**src/rtl/act_lut_reader.sv**
```systemverilog
// Piecewise-linear activation evaluator: y = a*x + b per lane, with {a,b} read from a
// host-written 64-entry coefficient LUT. Lanes share one LUT read port and one multiplier,
// so a vector takes NU_COUNT read slots plus one drain slot before it is presented.
module act_lut_reader #(
  parameter int unsigned NU_COUNT      = 4,
  parameter int unsigned Q_SIZE        = 16,
  parameter int unsigned Q_FRAC        = 12,
  parameter int unsigned ACT_LUT_DEPTH = 6,
  parameter int unsigned ACT_LUT_SIZE  = 32
) (
  input  logic                         clk,
  input  logic                         rst_n,
  input  logic                         lut_wr_en,
  input  logic [ACT_LUT_DEPTH-1:0]     lut_wr_addr,
  input  logic [ACT_LUT_SIZE-1:0]      lut_wr_data,
  input  logic [NU_COUNT-1:0]          act_mask,
  input  logic                         in_valid,
  output logic                         in_ready,
  input  logic [NU_COUNT*Q_SIZE-1:0]   in_data,
  output logic                         out_valid,
  input  logic                         out_ready,
  output logic [NU_COUNT*Q_SIZE-1:0]   out_data,
  output logic                         busy
);

  localparam int unsigned LaneW      = (NU_COUNT > 1) ? $clog2(NU_COUNT) : 1;
  localparam int unsigned LutEntries = 1 << ACT_LUT_DEPTH;
  localparam int unsigned ProdW      = 2 * Q_SIZE;
  localparam int unsigned VecW       = NU_COUNT * Q_SIZE;
  localparam logic [LaneW-1:0] LastLane = LaneW'(NU_COUNT - 1);

  typedef enum logic [1:0] {StIdle, StRead, StDrain, StOut} state_e;

  state_e              state_q, state_d;
  logic [LaneW-1:0]    lane_q, lane_d;
  logic [VecW-1:0]     x_q, x_d;
  logic [NU_COUNT-1:0] mask_q, mask_d;
  logic [VecW-1:0]     res_q, res_d;
  logic [VecW-1:0]     out_data_q, out_data_d;

  logic [ACT_LUT_SIZE-1:0]  lut_mem [LutEntries];
  logic [ACT_LUT_SIZE-1:0]  rd_data_q;
  logic [ACT_LUT_DEPTH-1:0] rd_addr;

  logic [LaneW-1:0]         eval_lane;
  logic [Q_SIZE-1:0]        eval_x;
  logic [Q_SIZE-1:0]        coef_a, coef_b;
  logic signed [ProdW-1:0]  a_ext, x_ext, prod, prod_sh;
  logic [ProdW-1:0]         b_ext, sum;
  logic [Q_SIZE-1:0]        y_sat, y;

  // LUT index of the lane being addressed: flipping the sign bit makes the map monotonic in x
  always_comb begin
    rd_addr = {~x_q[lane_q*Q_SIZE + Q_SIZE - 1],
               x_q[lane_q*Q_SIZE + Q_SIZE - 2 -: ACT_LUT_DEPTH - 1]};
  end

  // Coefficient RAM: write any time, registered read; same-address collision returns old data
  always_ff @(posedge clk) begin
    if (lut_wr_en) begin
      lut_mem[lut_wr_addr] <= lut_wr_data;
    end
    rd_data_q <= lut_mem[rd_addr];
  end

  // Evaluate the lane whose coefficients arrived this cycle (one behind the addressed lane)
  always_comb begin
    eval_lane = (state_q == StDrain) ? LastLane : lane_q - LaneW'(1);
    eval_x    = x_q[eval_lane*Q_SIZE +: Q_SIZE];
    coef_a    = rd_data_q[ACT_LUT_SIZE-1 -: Q_SIZE];
    coef_b    = rd_data_q[Q_SIZE-1:0];
    a_ext     = {{Q_SIZE{coef_a[Q_SIZE-1]}}, coef_a};
    x_ext     = {{Q_SIZE{eval_x[Q_SIZE-1]}}, eval_x};
    prod      = a_ext * x_ext;
    // Arithmetic shift floors toward -inf; no rounding term is added
    prod_sh   = prod >>> Q_FRAC;
    b_ext     = {{(ProdW - Q_SIZE){coef_b[Q_SIZE-1]}}, coef_b};
    sum       = prod_sh + b_ext;
    // In range only when all bits above the result sign bit agree with it
    if (sum[ProdW-1:Q_SIZE-1] == '0 || sum[ProdW-1:Q_SIZE-1] == '1) begin
      y_sat = sum[Q_SIZE-1:0];
    end else if (sum[ProdW-1]) begin
      y_sat = {1'b1, {(Q_SIZE - 1){1'b0}}};
    end else begin
      y_sat = {1'b0, {(Q_SIZE - 1){1'b1}}};
    end
    y = mask_q[eval_lane] ? eval_x : y_sat;
  end

  // Next-state logic: accept, serialize lanes through the LUT, drain, hold until taken
  always_comb begin
    state_d    = state_q;
    lane_d     = lane_q;
    x_d        = x_q;
    mask_d     = mask_q;
    res_d      = res_q;
    out_data_d = out_data_q;
    case (state_q)
      StIdle: begin
        if (in_valid) begin
          x_d     = in_data;
          mask_d  = act_mask;
          lane_d  = '0;
          state_d = StRead;
        end
      end
      StRead: begin
        if (lane_q != '0) begin
          res_d[eval_lane*Q_SIZE +: Q_SIZE] = y;
        end
        if (lane_q == LastLane) begin
          lane_d  = '0;
          state_d = StDrain;
        end else begin
          lane_d = lane_q + LaneW'(1);
        end
      end
      StDrain: begin
        res_d[eval_lane*Q_SIZE +: Q_SIZE] = y;
        // Output register only changes here so it stays stable between vectors
        out_data_d = res_d;
        state_d    = StOut;
      end
      StOut: begin
        if (out_ready) begin
          state_d = StIdle;
        end
      end
      default: state_d = StIdle;
    endcase
  end

  // State registers with synchronous active-low reset
  always_ff @(posedge clk) begin
    if (!rst_n) begin
      state_q    <= StIdle;
      lane_q     <= '0;
      x_q        <= '0;
      mask_q     <= '0;
      res_q      <= '0;
      out_data_q <= '0;
    end else begin
      state_q    <= state_d;
      lane_q     <= lane_d;
      x_q        <= x_d;
      mask_q     <= mask_d;
      res_q      <= res_d;
      out_data_q <= out_data_d;
    end
  end

  assign in_ready  = (state_q == StIdle);
  assign out_valid = (state_q == StOut);
  assign busy      = (state_q != StIdle);
  assign out_data  = out_data_q;

endmodule
```
**config.mk**
```make
export PLATFORM = sky130hd
export DESIGN_NAME = act_lut_reader
export DESIGN_NICKNAME = d
export VERILOG_FILES = /design/src/rtl/act_lut_reader.sv
export SDC_FILE = /design/constraint.sdc
export NUM_CORES = 2
export LEC_CHECK = 0
export CAP_MARGIN = 20
export CORE_UTILIZATION = 56
export DETAILED_ROUTE_END_ITERATION = 12
export PLACE_DENSITY = 0.76
export RECOVER_POWER = 50
export SETUP_SLACK_MARGIN = 0.5
export SLEW_MARGIN = 20
export SYNTH_ARGS = -nofsm -noshare
export SYNTH_HDL_FRONTEND = slang
export SYNTH_SLANG_ARGS = --single-unit
export TNS_END_PERCENT = 30
```
**constraint.sdc**
```tcl
create_clock -name clk -period 9.8 [get_ports clk]
set_input_delay 0.98 -clock clk [delete_from_list [all_inputs] [get_ports clk]]
set_output_delay 0.98 -clock clk [all_outputs]
set_load 0.01 [all_outputs]
```
; Word level (Yosys, flattened, before mapping)
; Memories as Yosys holds them, arrays and structs flattened. A register that Yosys moved wholly into a read port is not among the register bits.
; Cells that the tools add are included.
[totals]
wordCells = 62
input_bits = 111
mem_bits_rw = 2048
output_inout_bits = 67
romBits = 0
regBits = 200
latch_bits = 0
n_memories = 1
[classes]
n_shift = 4
multipliers = 1
n_reduce_logical = 11
addsub = 7
eq_ne = 9
n_mux = 20
n_div = 0
magnitude_cmp = 2
bitwise_logic = 1
[memory_table]
columns = memory, depth, word_bits, rd, rd_ports_with_merged_regs, wr, line
row1 = lut_mem, 64, 32, 1, 1, 1, 41  ; logic [ACT_LUT_SIZE-1:0] lut_mem [LutEntries];
[ops]
columns = operator, count
row1 = $pmux 64 s2, 1
row2 = $shiftx 68x33->5, 1
row3 = $bwmux 64, 1
row4 = $mux 64, 1
row5 = $shift 16x34->64 const A, 1
row6 = $shiftx 16x34->64, 1
row7 = $shiftx 64x7->16, 1
row8 = $mux 16, 3
row9 = $neg 6->34, 1
row10 = $lt 32x7->1 const B, 1
row11 = $mul 16x16->32, 1
row12 = $sub 32x1->32 const B, 1
row13 = $add 20x16->21, 1
row14 = $eq 17x17->1 const B, 1
row15 = $logic_not 17->1, 1
row16 = $mux 2, 6
row17 = $pmux 2 s4, 1
row18 = $reduce_bool 2->1, 4
row19 = $sub 7x2->8 const B, 1
row20 = $add 6x5->7 const B, 1
row21 = $bmux 1 s6, 1
row22 = $eq 2x2->1 const B, 3
row23 = $ne 2x2->1 const B, 3
row24 = $reduce_and 2->1, 3
row25 = other kinds (12), 15

; Longest topological paths before layout
[logic_depth]
word_depth = 13
ltp_mapped = 44
mapped_depth_nobuf = 39

; Worst setup path after synthesis
; OpenSTA, ideal clock, no wires.
[synth_timing]
path_kind = register -> register
start = reg lane_q[0]
end = reg out_data_q[48], in the netlist out_data[48]
setup_slack_ns = -0.430
n_path_buf = 4
setup_ns = 0.117
synth_period_minus_slack_ns = 10.230
t_required_ns = 9.683
arrival_time_ns = 10.113
stages_incl_launch_ff = 40
path_cell_list = dfxtp_1 > buf_6 > inv_1 > ha_1 > nor2b_1 > clkbuf_1 > inv_1 > clkbuf_1 > and3_1 > a21oi_1 > clkbuf_1 > nand2_1 > fa_1 > fa_1 > fa_1 > fa_1 > inv_1 > fa_1 > [... 4 more ...] > a211o_1 > or3_1 > o211a_1 > a21oi_1 > o21bai_1 > a21o_1 > a21oi_1 > xnor2_1 > ha_1 > and2_4 > a221oi_2 > a211oi_1 > or2_1 > o311a_1 > a211oi_2 > nand3_2 > a221o_1 > a32o_1
[synth_via]
elab_chain_len = 11
elab_cells_between_ends = 17
classes_between = add/sub: 3 / mul: 1 / eq/ne: 1 / shift: 3 / mux: 7 / reduce/logical: 2
[synth_rtl]
columns = item, line
row1 = from (decl), 35  ; logic [LaneW-1:0] lane_q, lane_d;
row2 = from (signal assigned), 144  ; lane_q <= lane_d;
row3 = $sub 2x1->2 (*), 68  ; eval_lane = (state_q == StDrain) ? LastLane : lane_q - LaneW'(1);
row4 = $mux 2 (*), 68
row5 = $shiftx 64x7->16, 69  ; eval_x = x_q[eval_lane*Q_SIZE +: Q_SIZE];
row6 = $mul 16x16->32, 74  ; prod = a_ext * x_ext;
row7 = $add 20x16->21, 78  ; sum = prod_sh + b_ext;
row8 = $eq 17x17->1 / $logic_not 17->1 (equally long branches), 80  ; if (sum[ProdW-1:Q_SIZE-1] == '0 || sum[ProdW-1:Q_SIZE-1] == '1) begin
row9 = $logic_or 1x1->1, 80
row10 = $mux 16, 80
row11 = $mux 16, 87  ; y = mask_q[eval_lane] ? eval_x : y_sat;
row12 = $shiftx 16x34->64, 119  ; res_d[eval_lane*Q_SIZE +: Q_SIZE] = y;
row13 = $bwmux 64 (*), 119
row14 = to (signal assigned), 148  ; out_data_q <= out_data_d;
row15 = to (decl), 39  ; logic [VecW-1:0] out_data_q, out_data_d;
; Every way passes the cells marked *; elsewhere a longest branch is shown, timed or not. The select of a mux whose other input is x is not followed.
; A chain may end at the register's enable or synchronous reset.

; Worst setup path in the final report
[layout_timing]
start = reg lane_q[0]
end = reg res_q[22]
[layout_via]
elab_chain_len = 13
elab_cells_between_ends = 22
classes_between = add/sub: 3 / mul: 1 / eq/ne: 2 / shift: 3 / mux: 9 / reduce/logical: 4
[layout_rtl]
columns = item, line
row1 = $sub 2x1->2, 68
row2 = $mux 2, 68
row3 = $shiftx 64x7->16, 69
row4 = $mul 16x16->32, 74
row5 = $add 20x16->21, 78
row6 = $eq 17x17->1 / $logic_not 17->1 (equally long branches), 80
row7 = $logic_or 1x1->1, 80
row8 = $mux 16, 80
row9 = $mux 16, 87
row10 = $shiftx 16x34->64, "109, 119"
row11 = $bwmux 64, "109, 119"
row12 = $mux 64, 108  ; if (lane_q != '0) begin
row13 = $pmux 64 s2, 98  ; case (state_q)
row14 = to (signal assigned), 147  ; res_q <= res_d;
row15 = to (decl), 38  ; logic [VecW-1:0] res_q, res_d;
; Parallel ways exist; a longest one is shown, timed or not. The select of a mux whose other input is x is not followed.

==> impl_results.md <==
- Status: complete, but fails checks
- Failing checks: capacitance limit, slew limit
- DRC Markers: 0
- GP Congestion: 0.925
- Synthesized cell area: 97300 um2
- Cell taking the most area after synthesis: edfxtp_1
- Setup Crit Path Kind: flip-flop to flip-flop
- #FFs+latches synth: 2264
- Most frequent CP cell: fa_1
- Final clock skew: 0.0742 ns
- Layout cells sized above 1: 24.2%
- Critical Path End Type: flip-flop
- Final core occ: 64.4%
- Vias: 52000
- WL final: 246000 um
- Initial antenna violation count: 20
- Required @ worst endpoint: 10.51 ns
- Min Tclk post-route: 9.54 ns
- Pins Over Slew Limit: 2100
- Area share of fa/ha/maj cells after synthesis: 6.80%
- Die area: 175000 um2
- Largest net degree at the start of global routing: 119
- Gate Count Post-Synth: 5267
- Element type at the critical path start: flip-flop
- Async SR Flop Fraction: 0%
- Antenna-violating nets left: 0
- Total global routing overflow: 0
- Num ports: 178
- Total CTS buffers: 212
- CTS sink cnt: 2264
- Fmax: 105 MHz
- Tcrit/Tclk final: 97.4%
- Most frequent cells in the layout: 2048 x edfxtp_1, 614 x mux4_2, 373 x nand2_1
- Mux share of post-synthesis cell area: 15.5%
- RSZ-0062 raised after global routing: true
- Largest stage delay on the critical path: 0.58 ns
- CTS H-tree depth: 4
- Number of global-route vias before repair: 53600
- Port Buffers: 177
- DRT iter0 DRCs: 6125
- First-pass GRT wire length: 359000 um
- Area occupied by registers: 65800 um2
- Area of the multi-input gates: 30300 um2
- Core Region: 172000 um2
- Relative slew slack: -124%
- CP arrival: 10.25 ns
- Setup violators final: 0
- FILL cells: 11200
- Vias per cell: 6.39
- XOR/XNOR Fraction of Synth Area: 0.405%
- Gr usage total: 28.5%
- Yosys warning total: 0
- Clock Path Buffers: 3
- CP max FO: 9
- Initial Util: 56.5%
- Std-Cell Rows: 152
- Die width: 419 um
- Commonest non-fill, non-tap cell in the layout: edfxtp_1
- Synth Area in Simple Gates: 3.90%
- Layout area overhead: 13.8%
- Nets@finish: 6130
- Synth area leaders: edfxtp_1 63%, mux4_2 14%, fa_1 5.4%
- Cell variety after synth: 73
- TritonCTS clock tree: built
- Worst-Skew Late Latency: 0.86 ns
- Vert. Die Dim: 419 um
- Highest-delay cell along the critical path: fa_1
- Worst Max-Slew Pin Slew: 3.36 ns
- Top FF cell, synth: edfxtp_1
- Syn_area_per_cell: 18.5 um2
- Clock Pin Slew Worst Setup and Hold Paths: 0.07 ns
- Wire per inst: 30.3 um
- Syn Nets: 5750
- Worst hold path class: flip-flop to flip-flop
- Area share of the leading cell type in the synthesized netlist: 63.2%
- Main combinational cell family by area after synthesis: multiplexers
- EDFF count, synth: 2048
- First-pass detailed-route iteration total: 5
- Detailed placement HPWL: 141000 um
- Fraction of the mapped netlist area in compound gates: 3.26%
- Root Buffer: clkbuf_16
- Max Cap Viol: 33
- Final hold violation count: 0
- Setup_tns: 0 ns
- Sequential share of the synthesized area: 67.6%
## final cells by class
type                    count  share of cell area, %
diodes                      4                0.00904
clock buffers             286                   5.15
clock inverters           107                  0.879
inverters                 327                   1.12
multi-input cells        2401                   27.3
flip-flops and latches   2264                   59.4
well taps                2310                   2.61
repair buffers            441                   3.47
## metrics by stage
stage                     hold slack [ns]  instances  worst slack, ns  instance area [um2]
final                               0.467       8140            0.256               111000
after global routing                0.485       8139          -0.0823               111000
after CTS                           0.470       8112            0.237               110000
after detailed placement            0.463       7666          -0.0489               103000
after global placement              0.451       7666            0.131               103000
after floorplan                     0.441       5267            0.483                97700
## cell usage after synthesis (all sizes together), types with 52 or more instances
library cell,instances
buf,132
fa,262
clkbuf,148
dfxtp,216
a211oi,52
o21ai,59
nor2,105
nand2,383
mux2i,79
ha,110
and2,144
mux4,620
a21boi,73
inv,326
edfxtp,2048
nor2b,67
a21oi,93
## sequential cells by signal, summed over array words and instances, names as in the netlist
register	flops
lane_q	2
lut_mem	2048
mask_q	4
out_data	64
rd_data_q	32
res_q	48
state_q	2
x_q	64
## critical path, delay by kind of cell, from the launching register on
| kind | cells | cell delay [ns] |
|---|---|---|
| adder cells (fa/ha/maj) | 9 | 3.89 |
| AO/OA/AOI/OAI | 12 | 2.64 |
| AND/OR/NAND/NOR | 8 | 1.67 |
| buffers and inverters | 9 | 0.66 |
| flip-flops | 1 | 0.36 |
| XOR/XNOR | 1 | 0.20 |
## kinds of logic after synthesis
logic type	count (synthesis)
flip-flops	2264
adder cells (fa/ha/maj)	372
AO/OA/AOI/OAI	454
AND/OR/NAND/NOR	800
multiplexers	725
buffers and inverters	607
XOR/XNOR	45
## path summary, 6_finish.rpt
path / startpoint / endpoint / slack (ns) / cells past startpoint
max: lane_q[0]$_SDFFE_PN0P_ / res_q[22]$_SDFFE_PN0P_ / 0.26 / 39
min reg2reg: res_q[15]$_SDFFE_PN0P_ / res_q[15]$_SDFFE_PN0P_ / 0.47 / 2
max reg2reg: lane_q[0]$_SDFFE_PN0P_ / res_q[22]$_SDFFE_PN0P_ / 0.26 / 39
min: res_q[15]$_SDFFE_PN0P_ / res_q[15]$_SDFFE_PN0P_ / 0.47 / 2
## routing by layer
metal / part of all wire, % / GRT usage, % / up-vias
li1: - / - / 21200
met1: 37 / 39.0 / 27200
met2: 49 / 46.3 / 3028
met3: 9.9 / 5.07 / 501
met4: 3.6 / 10.3 / 14
met5: 0.039 / 0 / -
## repair_timing
| item | 4_1_cts | 5_1_grt |
|---|---|---|
| hold buffers | 0 | 0 |
| endpoints found under the setup margin | 78 | 80 |
| buffers inserted | 49 | 21 |
| gates cloned | 4 | 1 |
| gates resized for setup | 59 | 72 |
| pin swaps | 54 | 94 |
Power is left out: the tool's default activity adds up to more than one toggle a clock period on the data nets, which glitch-free logic cannot reach.
